[src/rtl/data_mem_arbiter_pkg.sv]
// rtl/data_mem_arbiter_pkg.sv - FSM states, data-memory address windows and address screening
// Window bounds mirror DATA_CONST_ADDR_* / DATA_VAR_ADDR_* from config.v.
package data_mem_arbiter_pkg;

  typedef enum logic [1:0] {
    ST_IDLE  = 2'd0,
    ST_ISSUE = 2'd1,
    ST_RESP  = 2'd2
  } state_e;

  localparam logic [31:0] DATA_CONST_ADDR_LO = 32'h0000_0000;
  localparam logic [31:0] DATA_CONST_ADDR_HI = 32'h0000_0FFF;
  localparam logic [31:0] DATA_VAR_ADDR_LO   = 32'h0000_1000;
  localparam logic [31:0] DATA_VAR_ADDR_HI   = 32'h0000_1FFF;

  // Offset-based range test keeps a zero lower bound from turning into a constant compare.
  function automatic logic addr_err(input logic [31:0] addr, input logic wr);
    logic in_const;
    logic in_var;
    in_const = (addr - DATA_CONST_ADDR_LO) <= (DATA_CONST_ADDR_HI - DATA_CONST_ADDR_LO);
    in_var   = (addr - DATA_VAR_ADDR_LO) <= (DATA_VAR_ADDR_HI - DATA_VAR_ADDR_LO);
    return !(in_const || in_var) || (wr && !in_var);
  endfunction

endpackage

[src/rtl/data_mem_arbiter_rr_arbiter.sv]
// rtl/data_mem_arbiter_rr_arbiter.sv - combinational round-robin picker
// The first requester at or after ptr (wrapping) wins; the pointer register lives in the parent.
module rr_arbiter #(
  parameter int N  = 2,
  parameter int IW = (N > 1) ? $clog2(N) : 1
) (
  input  logic [N-1:0]  req,
  input  logic [IW-1:0] ptr,
  output logic [N-1:0]  gnt,
  output logic [IW-1:0] gnt_idx
);

  logic [IW-1:0] w_idx;
  logic          w_found;

  always_comb begin
    gnt     = '0;
    gnt_idx = '0;
    w_idx   = '0;
    w_found = 1'b0;
    for (int i = 0; i < N; i++) begin
      w_idx = IW'((int'(ptr) + i) % N);
      if (!w_found && req[w_idx]) begin
        w_found    = 1'b1;
        gnt[w_idx] = 1'b1;
        gnt_idx    = w_idx;
      end
    end
  end

endmodule

[src/rtl/data_mem_arbiter.sv]
// rtl/data_mem_arbiter.sv - shares the DataMemory port pair between NUM_REQ requesters
// One transaction in flight: IDLE grants, ISSUE drives memory, RESP pulses the owner.
module data_mem_arbiter
  import data_mem_arbiter_pkg::*;
#(
  parameter int NUM_REQ        = 2,
  parameter int TIMEOUT_CYCLES = 16
) (
  input  logic                   CLK,
  input  logic                   RSTn,
  input  logic [NUM_REQ-1:0]     Req_Valid,
  output logic [NUM_REQ-1:0]     Req_Ready,
  input  logic [NUM_REQ-1:0]     Req_Write,
  input  logic [32*NUM_REQ-1:0]  Req_Addr,
  input  logic [32*NUM_REQ-1:0]  Req_WData,
  output logic [NUM_REQ-1:0]     Resp_Valid,
  output logic [31:0]            Resp_Data,
  output logic                   Resp_Err,
  output logic                   Mem_ReadValid,
  output logic [31:0]            Mem_ReadAddr,
  input  logic [31:0]            Mem_ReadData,
  input  logic                   Mem_ReadReady,
  output logic                   Mem_WriteValid,
  output logic [31:0]            Mem_WriteAddr,
  output logic [31:0]            Mem_WriteData,
  output logic                   Busy
);

  localparam int IW = (NUM_REQ > 1) ? $clog2(NUM_REQ) : 1;
  localparam int CW = $clog2(TIMEOUT_CYCLES + 1);
  localparam logic [CW-1:0] CNT_LAST = CW'(TIMEOUT_CYCLES - 1);

  state_e            r_state;
  state_e            w_next;
  logic [IW-1:0]     r_ptr;
  logic [IW-1:0]     r_gnt;
  logic              r_write;
  logic              r_err;
  logic [31:0]       r_addr;
  logic [31:0]       r_wdata;
  logic [31:0]       r_rdata;
  logic [CW-1:0]     r_cnt;

  logic [NUM_REQ-1:0] w_gnt;
  logic [IW-1:0]      w_gnt_idx;
  logic [31:0]        w_addr_arr  [NUM_REQ];
  logic [31:0]        w_wdata_arr [NUM_REQ];

  always_comb begin
    for (int k = 0; k < NUM_REQ; k++) begin
      w_addr_arr[k]  = Req_Addr[32*k +: 32];
      w_wdata_arr[k] = Req_WData[32*k +: 32];
    end
  end

  rr_arbiter #(.N(NUM_REQ), .IW(IW)) u_rr (
    .req     (Req_Valid),
    .ptr     (r_ptr),
    .gnt     (w_gnt),
    .gnt_idx (w_gnt_idx)
  );

  always_ff @(posedge CLK or negedge RSTn) begin
    if (!RSTn) r_state <= ST_IDLE;
    else       r_state <= w_next;
  end

  always_comb begin
    w_next         = r_state;
    Req_Ready      = '0;
    Resp_Valid     = '0;
    Resp_Data      = '0;
    Resp_Err       = 1'b0;
    Mem_ReadValid  = 1'b0;
    Mem_ReadAddr   = '0;
    Mem_WriteValid = 1'b0;
    Mem_WriteAddr  = '0;
    Mem_WriteData  = '0;
    Busy           = (r_state != ST_IDLE);
    unique case (r_state)
      ST_IDLE: begin
        Req_Ready = w_gnt;
        if (|Req_Valid) w_next = ST_ISSUE;
      end
      ST_ISSUE: begin
        Mem_ReadAddr  = r_addr;
        Mem_WriteAddr = r_addr;
        Mem_WriteData = r_wdata;
        if (r_err) begin
          w_next = ST_RESP;
        end else if (r_write) begin
          Mem_WriteValid = 1'b1;
          w_next         = ST_RESP;
        end else begin
          Mem_ReadValid = 1'b1;
          if (Mem_ReadReady || (r_cnt == CNT_LAST)) w_next = ST_RESP;
        end
      end
      ST_RESP: begin
        Resp_Valid[r_gnt] = 1'b1;
        Resp_Data         = r_rdata;
        Resp_Err          = r_err;
        w_next            = ST_IDLE;
      end
      default: w_next = ST_IDLE;
    endcase
  end

  // r_err doubles as the response error flag: address faults set it at grant, timeouts in ISSUE.
  always_ff @(posedge CLK or negedge RSTn) begin
    if (!RSTn) begin
      r_ptr   <= '0;
      r_gnt   <= '0;
      r_write <= 1'b0;
      r_err   <= 1'b0;
      r_addr  <= '0;
      r_wdata <= '0;
      r_rdata <= '0;
      r_cnt   <= '0;
    end else begin
      unique case (r_state)
        ST_IDLE: begin
          if (|Req_Valid) begin
            r_gnt   <= w_gnt_idx;
            r_write <= Req_Write[w_gnt_idx];
            r_addr  <= w_addr_arr[w_gnt_idx];
            r_wdata <= w_wdata_arr[w_gnt_idx];
            r_err   <= addr_err(w_addr_arr[w_gnt_idx], Req_Write[w_gnt_idx]);
            r_rdata <= '0;
          end
        end
        ST_ISSUE: begin
          if (!r_err && !r_write) begin
            if (Mem_ReadReady)          r_rdata <= Mem_ReadData;
            else if (r_cnt == CNT_LAST) r_err   <= 1'b1;
            else                        r_cnt   <= r_cnt + 1'b1;
          end
        end
        ST_RESP: begin
          r_ptr <= (r_gnt == IW'(NUM_REQ - 1)) ? '0 : r_gnt + 1'b1;
          r_cnt <= '0;
        end
        default: ;
      endcase
    end
  end

endmodule

[config.mk]
export PLATFORM = sky130hd
export DESIGN_NAME = data_mem_arbiter
export DESIGN_NICKNAME = d
export VERILOG_FILES = /design/src/rtl/data_mem_arbiter_pkg.sv /design/src/rtl/data_mem_arbiter_rr_arbiter.sv /design/src/rtl/data_mem_arbiter.sv
export SDC_FILE = /design/constraint.sdc
export NUM_CORES = 1
export LEC_CHECK = 0
export BUFFER_PORTS_ARGS = -buffer_cell sky130_fd_sc_hd__buf_4
export CORE_ASPECT_RATIO = 2
export CORE_MARGIN = 2
export CORE_UTILIZATION = 35
export CTS_CLUSTER_DIAMETER = 100
export CTS_CLUSTER_SIZE = 30
export DETAILED_ROUTE_END_ITERATION = 8
export PLACE_DENSITY = 0.68
export SLEW_MARGIN = 0
export SYNTH_ARGS = -nofsm -noshare
export SYNTH_HDL_FRONTEND = slang
export SYNTH_SLANG_ARGS = --single-unit
[constraint.sdc]
create_clock -name CLK -period 2.5 [get_ports CLK]
set_input_delay 0.25 -clock CLK [delete_from_list [all_inputs] [get_ports CLK]]
set_output_delay 0.25 -clock CLK [all_outputs]
set_load 0.01 [all_outputs]
==> run_results.csv <==
group,metric,value,unit
final_layout,fill_cells,1570,
yosys,synth_edf_count,0,
drt,drt_wl_total,17440,um
grt,antenna_found_initial,0,
drt,antenna_left,0,
drt,first_pass_iters,4,
critical_path,arrival,1.78,ns
sta,max_freq,492.8,MHz
grt,grt_pass1_vias,5234,
floorplanning,core-area,16600,um2
floorplanning,die_x,95.76,um
floorplanning,die_area,17950,um2
cts,cts.repair.resized,0,
worst_hold_path,hold_path_end,"r_rdata[14]",
critical_path,worstSetupStartpointType,"flop",
yosys,async_flop_share,100.0,%
worst_hold_path,min_from,"Mem_ReadData[14]",
sta,rsz0062_at_grt,"no",
sta,whs,0.1121,ns
sta,final_hold_viol_count,0,
grt,overflow,0,
sta,tightest_slew,0.5720,ns
drt,wl_per_cell,16.13,um
flow_run,cap_violations,0,
yosys,yosys.area.top_type,"dfrtp_1",
cts,htree_levels,3,
sta,slew_violations,0,
yosys,syn_nets,784,
sta,setup_viol,0,
yosys,synth_top_area_share,45.44,%
placed_design,place_congestion,0.8590,
critical_path,required,2.25,ns
grt,grt_pass1_wl,26390,um
drt,vias,5309,
final_layout,n_antenna_cell,0,
pwr,power.density,850.0,nW/um2
drt,post_drt_via_cell_ratio,4.911,
drt,dr.first_iter.drc_count,190,
cts,clk_path_buf_depth,2,
yosys,yosysSeqAreaShare,45.44,%
cts,cts_setup_buffers,0,
outcome,status,"finished, final reports clean",
critical_path,reg2reg_from,"r_ptr",
yosys,synth_area,5893,um2
floorplanning,rows,67,
placed_design,io_buffers,302,
yosys,yosysWarningCount,0,
cts,clock_latency,0.35,ns
cts,clk_root_buffer_cell,"clkbuf_16",
final_layout,drive_above_1_share,39.47,%
critical_path,r2r_end,"r_err",
pwr,vdd_ir_drop_max,0.0004477,V
floorplanning,start_util,35.50,%
worst_hold_path,hold_path_class,"in2reg",
yosys,yosys-top-cells-area,"dfrtp_1, mux2i_1, and2_1",
critical_path,max_stage_delay,0.41,ns
critical_path,crit_slowest_cell,"dfrtp_1",
cts,cts_tree,"done",
sta,layout_setup_ws,0.4710,ns
critical_path,worstSetupPathType,"reg2out",
yosys,synth.distinct_cells,47,
yosys,netlist_instances,615,
final_layout,stdcell_count,1081,
sta,fin_crit,2.029,ns
cts,cts.sinks,107,
pwr,finalPower,7167,uW
placed_design,dp.cells,1064,
floorplanning,pin_count,303,
pwr,p_leak,0.004389,uW
critical_path,reg2regPathDepth,6,
final_layout,layout.nets,1038,
sta,tns,0,ns
sta,clock_skew,0.01258,ns
grt,grt_max_degree,71,
worst_hold_path,hold_depth,2,
cts,clk_pin_slew,0.08,ns
critical_path,rrSetupSlack,0.69,ns
critical_path,crit_path_max_fanout,31,
grt,track_usage,18.79,%
critical_path,path_cells,"nand2b_1 > nand2_4 > buf_12 > nor2_1 > buf_4",
yosys,synthFlopType,"dfrtp_1",
sta,fin_crit_sh,81.16,%
cts,numCtsBuffers,9,
placed_design,dp_hpwl,13590,um
yosys,synth_seq_cells,107,
final_layout,syn2layout_area_growth,43.08,%
placed_design,place_ws,0.6057,ns
critical_path,critPathCaptureType,"primary output",
floorplanning,die_y,187.5,um
sta,relSlewSlack,61.87,%
yosys,syn_area_per_cell,9.582,um2
drt,route.detailed.drc,0,
==> per-stage QoR <==
step                util [%]  area [um2]
finish                 50.80        8432
CTS                    50.80        8432
global route           50.80        8432
global placement       48.91        8118
detailed placement     48.91        8118
floorplan                  -        5893
==> worst max-delay path by stage <==
stage | slack, ns | start | endpoint | cells past startpoint
finish | 0.47 | r_ptr | Req_Ready[1] | 5
global route | 0.37 | r_ptr | Req_Ready[1] | 5
CTS | 0.43 | r_ptr | Req_Ready[1] | 5
detailed placement | 0.61 | Req_Addr[18] | r_err | 7
global placement | 0.66 | Req_Addr[18] | r_err | 7
floorplan | 0.78 | r_cnt[0] | r_cnt[0] | 7
==> sequential cells by signal, summed over array words and instances (netlist names) <==
signal,count
r_cnt,5
r_err,1
r_ptr,1
r_addr,32
r_write,1
r_rdata,32
r_gnt,1
r_wdata,32
r_state,2
==> report_power, final <==
group / internal (uW) / switching [uW]
Clock: 712 / 713
Sequential: 2280 / 274
Combinational: 1440 / 1750
Total: 4430 / 2740
==> logic make-up after synthesis <==
logic type                 after synthesis  share of synthesized area, %
buffers and inverters                   80                         8.026
AOI/OAI and AO/OA                      126                         13.52
muxes                                   62                         10.53
and+or+nand+nor                        235                         21.61
adders and majority gates                2                        0.4246
DFF                                    107                         45.44
xor gates and xnor gates                 3                        0.4459
==> final cells by class <==
| cell class | count | area, um2 | share of cell area, % |
|---|---|---|---|
| multi-input combinational | 428 | 2769 | 32.84 |
| sequential | 107 | 2678 | 31.76 |
| timing repair buffer | 315 | 2392 | 28.37 |
| tap | 207 | 259.0 | 3.072 |
| clock buffer | 9 | 225.2 | 2.671 |
| clock inverter | 7 | 78.83 | 0.9349 |
| inverter | 8 | 30.03 | 0.3561 |
==> cell usage after synthesis, types with 3 or more instances <==
cell type and number:
clkbuf_1 22, o21ai_0 72, a21oi_1 8, o22ai_1 3, buf_2 11, nor2b_1 3, nor3_1 9, nor2_1 15
nor3b_1 5, nand2_1 75, a22o_1 32, nand3_1 6, inv_1 7, or3_1 3, nor4_1 5, dfrtp_1 107
and2_1 98, mux2i_1 62, buf_4 37, nand2b_1 3
==> placed cells by master (no fill, tap or decap), types with 5 or more instances in the layout <==
cell / instances
buf_4: 312
nor3_1: 9
mux2i_1: 62
nor3b_1: 5
nand2_1: 75
a22o_1: 32
inv_1: 7
nand3_1: 6
dfrtp_1: 107
and2_1: 98
o21ai_0: 71
a21oi_1: 8
nor2_1: 15
nor4_1: 5
clkbuf_16: 9
==> timing repair <==
item | in CTS | in global routing
hold endpoints to repair | 26 | 0
endpoints found under the setup margin | 0 | 0
hold buffers | 1 | 0
==> critical path, delay by kind of cell, from the launching register on <==
family                 cells  cell delay, ns
and+or+nand+nor            3            0.60
buffers and inverters      2            0.43
DFF                        1            0.41
==> routing by layer <==
metal,up-vias,GRT usage (%),routed length [um]
met3,18,4.982,1745
met1,2451,22.63,6811
met4,0,5.659,344
met2,260,32.19,8535
met5,-,0,0
li1,2580,-,-
Note: power is estimated with default switching activity, not from simulation.
